[src/rtl/flopenr_arb_pkg.sv]
// Shared definitions for the flopenr round-robin arbiter.
//   - arb_state_e : lock FSM states (only used when FLOPENR_ARB_LOCK_EN is set)
//   - DEF_*       : default parameter values for the arbiter
//   - rr_pick     : round-robin priority search, returns a one-hot grant
package flopenr_arb_pkg;

  typedef enum logic {
    IDLE   = 1'b0,
    LOCKED = 1'b1
  } arb_state_e;

  localparam int DEF_N        = 4;
  localparam int DEF_W        = 8;
  localparam int DEF_MAX_LOCK = 8;

  // Scan indices ptr+1, ptr+2, ... modulo n and grant the first requester
  // found. The requester at ptr itself is checked last, so a requester that
  // was just served only wins again when nobody else is asking.
  function automatic logic [15:0] rr_pick(input logic [15:0] req,
                                          input logic [3:0]  ptr,
                                          input int unsigned n);
    logic [15:0] g;
    logic        found;
    int unsigned idx;
    g     = '0;
    found = 1'b0;
    for (int unsigned off = 1; off <= 16; off++) begin
      if (off <= n && !found) begin
        idx = (32'(ptr) + off) % n;
        if (req[idx[3:0]]) begin
          g[idx[3:0]] = 1'b1;
          found       = 1'b1;
        end
      end
    end
    return g;
  endfunction

endpackage

[src/rtl/flopenr_arbiter_flopenr.sv]
// flopenr: single-bit enabled register with asynchronous active-high reset.
// Ports:
//   clk : clock, rising edge
//   r   : asynchronous reset, active-high, clears q
//   en  : load enable
//   d   : data in
//   q   : stored value
module flopenr (
  input  logic clk,
  input  logic r,
  input  logic en,
  input  logic d,
  output logic q
);

  always_ff @(posedge clk or posedge r) begin
    if (r) begin
      q <= 1'b0;
    end else if (en) begin
      q <= d;
    end
  end

endmodule

[src/rtl/flopenr_arbiter.sv]
// flopenr_arbiter: round-robin arbiter sharing one W-bit flopenr-based
// register among N requesters. At most one requester is granted per cycle;
// the grant drives the register enable and the write-data mux.
// Optional feature macro: FLOPENR_ARB_LOCK_EN adds the lock port and an
// IDLE/LOCKED FSM that lets the winner hold the register for up to MAX_LOCK
// consecutive writes.
// Ports:
//   clk   : clock, rising edge
//   r     : asynchronous reset, active-high
//   req   : [N] write requests
//   wd    : [N][W] per-requester write data
//   lock  : [N] grant-hold requests (FLOPENR_ARB_LOCK_EN only)
//   gnt   : [N] one-hot or zero grant, combinational, forced 0 during reset
//   q     : [W] shared register value
//   valid : register written since reset
//   owner : index of the last requester written
module flopenr_arbiter
  import flopenr_arb_pkg::*;
#(
  parameter int N        = DEF_N,
  parameter int W        = DEF_W,
  parameter int MAX_LOCK = DEF_MAX_LOCK
) (
  input  logic                    clk,
  input  logic                    r,
  input  logic [N-1:0]            req,
  input  logic [N-1:0][W-1:0]     wd,
`ifdef FLOPENR_ARB_LOCK_EN
  input  logic [N-1:0]            lock,
`endif
  output logic [N-1:0]            gnt,
  output logic [W-1:0]            q,
  output logic                    valid,
  output logic [$clog2(N)-1:0]    owner
);

  localparam int OW = $clog2(N);

  logic [OW-1:0] ptr_q,   ptr_d;
  logic [OW-1:0] owner_q, owner_d;
  logic          valid_q, valid_d;

  logic [15:0]   req16;
  logic [3:0]    ptr4;
  logic [15:0]   rr_gnt;
  logic [N-1:0]  gnt_c;
  logic [OW-1:0] win_idx;
  logic          wr_en;
  logic [W-1:0]  wr_data;

  // Widen to the fixed width used by the package search function.
  always_comb begin
    req16        = '0;
    req16[N-1:0] = req;
    ptr4         = '0;
    ptr4[OW-1:0] = ptr_q;
  end

  assign rr_gnt = rr_pick(req16, ptr4, N);

`ifdef FLOPENR_ARB_LOCK_EN
  localparam int CW = $clog2(MAX_LOCK + 1);

  arb_state_e    state_q, state_d;
  logic [CW-1:0] cnt_q,   cnt_d;

  // While locked, only the recorded owner may write; everyone else is masked.
  always_comb begin
    gnt_c = rr_gnt[N-1:0];
    if (state_q == LOCKED) begin
      gnt_c          = '0;
      gnt_c[owner_q] = req[owner_q];
    end
  end
`else
  assign gnt_c = rr_gnt[N-1:0];
`endif

  always_comb begin
    win_idx = '0;
    for (int i = 0; i < N; i++) begin
      if (gnt_c[i]) win_idx = OW'(i);
    end
  end

  // Reset masks the grant asynchronously so nothing is enabled while r is high.
  assign gnt     = r ? '0 : gnt_c;
  assign wr_en   = |gnt;
  assign wr_data = wd[win_idx];

  always_comb begin
    ptr_d   = ptr_q;
    owner_d = owner_q;
    valid_d = valid_q;
    if (wr_en) begin
      ptr_d   = win_idx;
      owner_d = win_idx;
      valid_d = 1'b1;
    end
  end

`ifdef FLOPENR_ARB_LOCK_EN
  // The write that enters LOCKED counts as the first locked write. Leaving
  // LOCKED keeps ptr at the owner, so round-robin moves on to someone else.
  always_comb begin
    state_d = state_q;
    cnt_d   = cnt_q;
    case (state_q)
      IDLE: begin
        if (wr_en && lock[win_idx] && (MAX_LOCK > 1)) begin
          state_d = LOCKED;
          cnt_d   = CW'(1);
        end
      end
      LOCKED: begin
        if (!req[owner_q] || !lock[owner_q]) begin
          state_d = IDLE;
          cnt_d   = '0;
        end else begin
          cnt_d = cnt_q + CW'(1);
          if (cnt_d >= CW'(MAX_LOCK)) begin
            state_d = IDLE;
            cnt_d   = '0;
          end
        end
      end
      default: begin
        state_d = IDLE;
        cnt_d   = '0;
      end
    endcase
  end

  always_ff @(posedge clk or posedge r) begin
    if (r) begin
      state_q <= IDLE;
      cnt_q   <= '0;
    end else begin
      state_q <= state_d;
      cnt_q   <= cnt_d;
    end
  end
`endif

  // ptr resets to N-1 so requester 0 is first in line after reset.
  always_ff @(posedge clk or posedge r) begin
    if (r) begin
      ptr_q   <= OW'(N - 1);
      owner_q <= '0;
      valid_q <= 1'b0;
    end else begin
      ptr_q   <= ptr_d;
      owner_q <= owner_d;
      valid_q <= valid_d;
    end
  end

  for (genvar b = 0; b < W; b++) begin : g_bit
    flopenr u_ff (
      .clk (clk),
      .r   (r),
      .en  (wr_en),
      .d   (wr_data[b]),
      .q   (q[b])
    );
  end

  assign valid = valid_q;
  assign owner = owner_q;

endmodule
[config.mk]
export PLATFORM = sky130hd
export DESIGN_NAME = flopenr_arbiter
export DESIGN_NICKNAME = d
export VERILOG_FILES = /design/src/rtl/flopenr_arb_pkg.sv /design/src/rtl/flopenr_arbiter_flopenr.sv /design/src/rtl/flopenr_arbiter.sv
export SDC_FILE = /design/constraint.sdc
export NUM_CORES = 1
export LEC_CHECK = 0
export CAP_MARGIN = 10
export CORE_UTILIZATION = 48
export CTS_CLUSTER_DIAMETER = 150
export DETAILED_ROUTE_END_ITERATION = 8
export GPL_ROUTABILITY_DRIVEN = 1
export GPL_TIMING_DRIVEN = 0
export PLACE_DENSITY = 0.84
export SYNTH_ARGS = -nofsm -noshare
export SYNTH_HDL_FRONTEND = slang
export SYNTH_SLANG_ARGS = --single-unit
[constraint.sdc]
create_clock -name clk -period 4.7 [get_ports clk]
set_input_delay 0.94 -clock clk [delete_from_list [all_inputs] [get_ports clk]]
set_output_delay 0.94 -clock clk [all_outputs]
set_load 0.1 [all_outputs]
==> reports/metrics.yaml <==
min_path_type: "register to register"
crit_fanout: 10
cp-end-kind: "output pin"
place.gp.congestion: 0.806
cpMostUsedCell: "nor2_1"
layout_commonest_cell: "clkdlybuf4s50_1"
tritoncts: "done"
dp_hpwl_um: 3130
ant_nets: 0
io_pins: 53
ff2ff_path_depth: 11
crit_type: "input pin to output pin"
die-area_sq_um: 3130
drtPass1Iterations: 4
synth_edf_count: 0
cp.required_ns: 3.76
vias_per_cell: 6.15
drt_iter0_drc: 48
crit_end: "gnt[1]"
first_global_vias: 1520
drive_above_1_share_pct: 18.2
antenna_found_initial: 0
routed_wl_um: 4210
grt_pass1_wl_um: 6690
min_period_ns: 4.59
skew_ns: 0.00632
outcome: "finished clean"
die_y_um: 55.9
cpPeakStageDelay_ns: 0.61
syn-num-nets: 194
holdBufCountCts: 0
antenna_cells: 0
core-area_sq_um: 2760
start_util_pct: 50.6
r2r_end: "g_bit[4].u_ff.q$_DFFE_PP0P_"
synth_cell_types: 40
slew_headroom_pct: 34.3
yosys_warnings: 0
mostFrequentLayoutCells: "48 x clkdlybuf4s50_1, 11 x dfrtp_1, 10 x mux2_2"
synth.cell_area_sq_um: 1400
grt_start_max_net_pins: 14
ys.flop_type: "dfrtp_1"
clk_path_buf_depth: 2
rrSetupSlack_ns: 1.28
clock_latency_ns: 0.30
post-route-drc-count: 0
critical_path.cell_chain: "clkdlybuf4s50_1 > mux4_2 > buf_2 > nor2_1 > o211a_1 > clkbuf_1 > nor2_1 > dlygate4sd2_1"
tightest_slew_ns: 0.983
htree_levels: 1
rsz0062_at_grt: "no"
io_buffers: 52
syn_inst: 148
syn_area_per_cell_sq_um: 9.43
final_nets: 250
cp.arrival_ns: 3.65
r2r-start: "ptr_q[0]$_DFFE_PP1P_"
grt.total_usage_pct: 27.7
numClockSinks: 13
area_growth_pct: 41.3
cap_viol_max_count: 0
cp-start-kind: "input pin"
drv_slew: 0
placementRows: 19
place_inst: 231
fill_cells: 193
cp-startpoint: "req[2]"
final_cells: 234
cts_buffers: 3
overflow: 0
fmax_mhz: 218
vias: 1439
period_share_pct: 97.6
root_buffer: "clkbuf_4"
critPathSlowestCell: "dlygate4sd2_1"
die_width_um: 55.9
ys_seq_area_share_pct: 23.5
post_drt_wl_per_cell_um: 18.0
setup_viol: 0
synth-seq-cells: 13
clk_pin_slew_ns: 0.09
synth-async-reset-ratio_pct: 100
final-hold-violation-count: 0
## critical path: cells and delay by family
kind	cells	cell delay, ns
AND/OR/NAND/NOR	2	0.28
AO/OA/AOI/OAI	1	0.19
multiplexers	1	0.52
buffers and inverters	4	1.72
## flip-flops by register name (all words and copies together), names as in the netlist
register and count:
owner 2, ptr_q 2, valid 1, g_bit.u_ff.q 8
## cells in the mapped netlist, drive strengths merged, types with 3 or more instances
| cell | count | area (sq um) |
|---|---|---|
| a21boi | 8 | 60.1 |
| a21oi | 4 | 20.0 |
| a31oi | 9 | 56.3 |
| buf | 15 | 109 |
| clkbuf | 3 | 11.3 |
| dfrtp | 11 | 275 |
| ha | 8 | 100 |
| inv | 6 | 22.5 |
| mux2 | 10 | 113 |
| mux4 | 4 | 90.1 |
| nand2 | 6 | 22.5 |
| nand3b | 3 | 22.5 |
| nand4 | 8 | 50.1 |
| nor2 | 5 | 18.8 |
| o22a | 9 | 78.8 |
| o31ai | 9 | 81.3 |
## cells by family after synthesis
kind of cell    synth area share (%)
buf+inv                         10.2
flops                           23.5
mux                             16.0
fa+ha+maj                       7.18
compound gates                  29.4
simple gates                    13.7
## layer usage
layer / up-vias / GRT usage (%) / share of wire [%]
met5: - / 0 / 0
met4: 0 / 18.1 / 3.5
met3: 17 / 3.72 / 6.6
met2: 82 / 47.7 / 50
met1: 664 / 32.1 / 39
li1: 676 / - / -
## cell type report
cell class	instances	area [sq um]	area share [%]
Clock buffer	4	26.3	1.33
Multi-Input combinational cell	111	925	46.9
Tap cell	31	38.8	1.97
Timing Repair Buffer	52	514	26.1
Buffer	17	116	5.90
Inverter	6	22.5	1.14
Sequential cell	13	328	16.6
## per-stage QoR
step	setup slack (ns)	hold slack [ns]	setup TNS (ns)	utilization (%)	area [sq um]
5_1_grt	0.0154	0.542	0	71.5	1970
4_1_cts	0.144	0.520	0	71.8	1980
2_1_floorplan	0.0521	0.483	0	-	1400
3_3_place_gp	-0.305	0.459	-0.811	70.9	1950
3_5_place_dp	-0.413	0.501	-1.17	70.9	1950
6_report	0.111	0.518	0	71.5	1970
## worst min path at each step
stage	start	depth (start not counted)	endpoint	slack [ns]
after detailed placement	g_bit[1].u_ff.q$_DFFE_PP0P_	1	g_bit[1].u_ff.q$_DFFE_PP0P_	0.50
final	g_bit[1].u_ff.q$_DFFE_PP0P_	1	g_bit[1].u_ff.q$_DFFE_PP0P_	0.52
after global routing	g_bit[1].u_ff.q$_DFFE_PP0P_	1	g_bit[1].u_ff.q$_DFFE_PP0P_	0.54
after global placement	valid$_DFFE_PP0P_	1	valid$_DFFE_PP0P_	0.46
after floorplan	g_bit[0].u_ff.q$_DFFE_PP0P_	1	g_bit[0].u_ff.q$_DFFE_PP0P_	0.48
after CTS	g_bit[1].u_ff.q$_DFFE_PP0P_	1	g_bit[1].u_ff.q$_DFFE_PP0P_	0.52
## repair_timing
action                     in CTS  in global routing
buffers inserted                0                  0
gates resized for setup         8                  2
setup endpoints to repair       4                  2
pin swaps                       0                  0
Power is left out: the tool's default activity adds up to more than one toggle a clock period on the data nets, which glitch-free logic cannot reach.
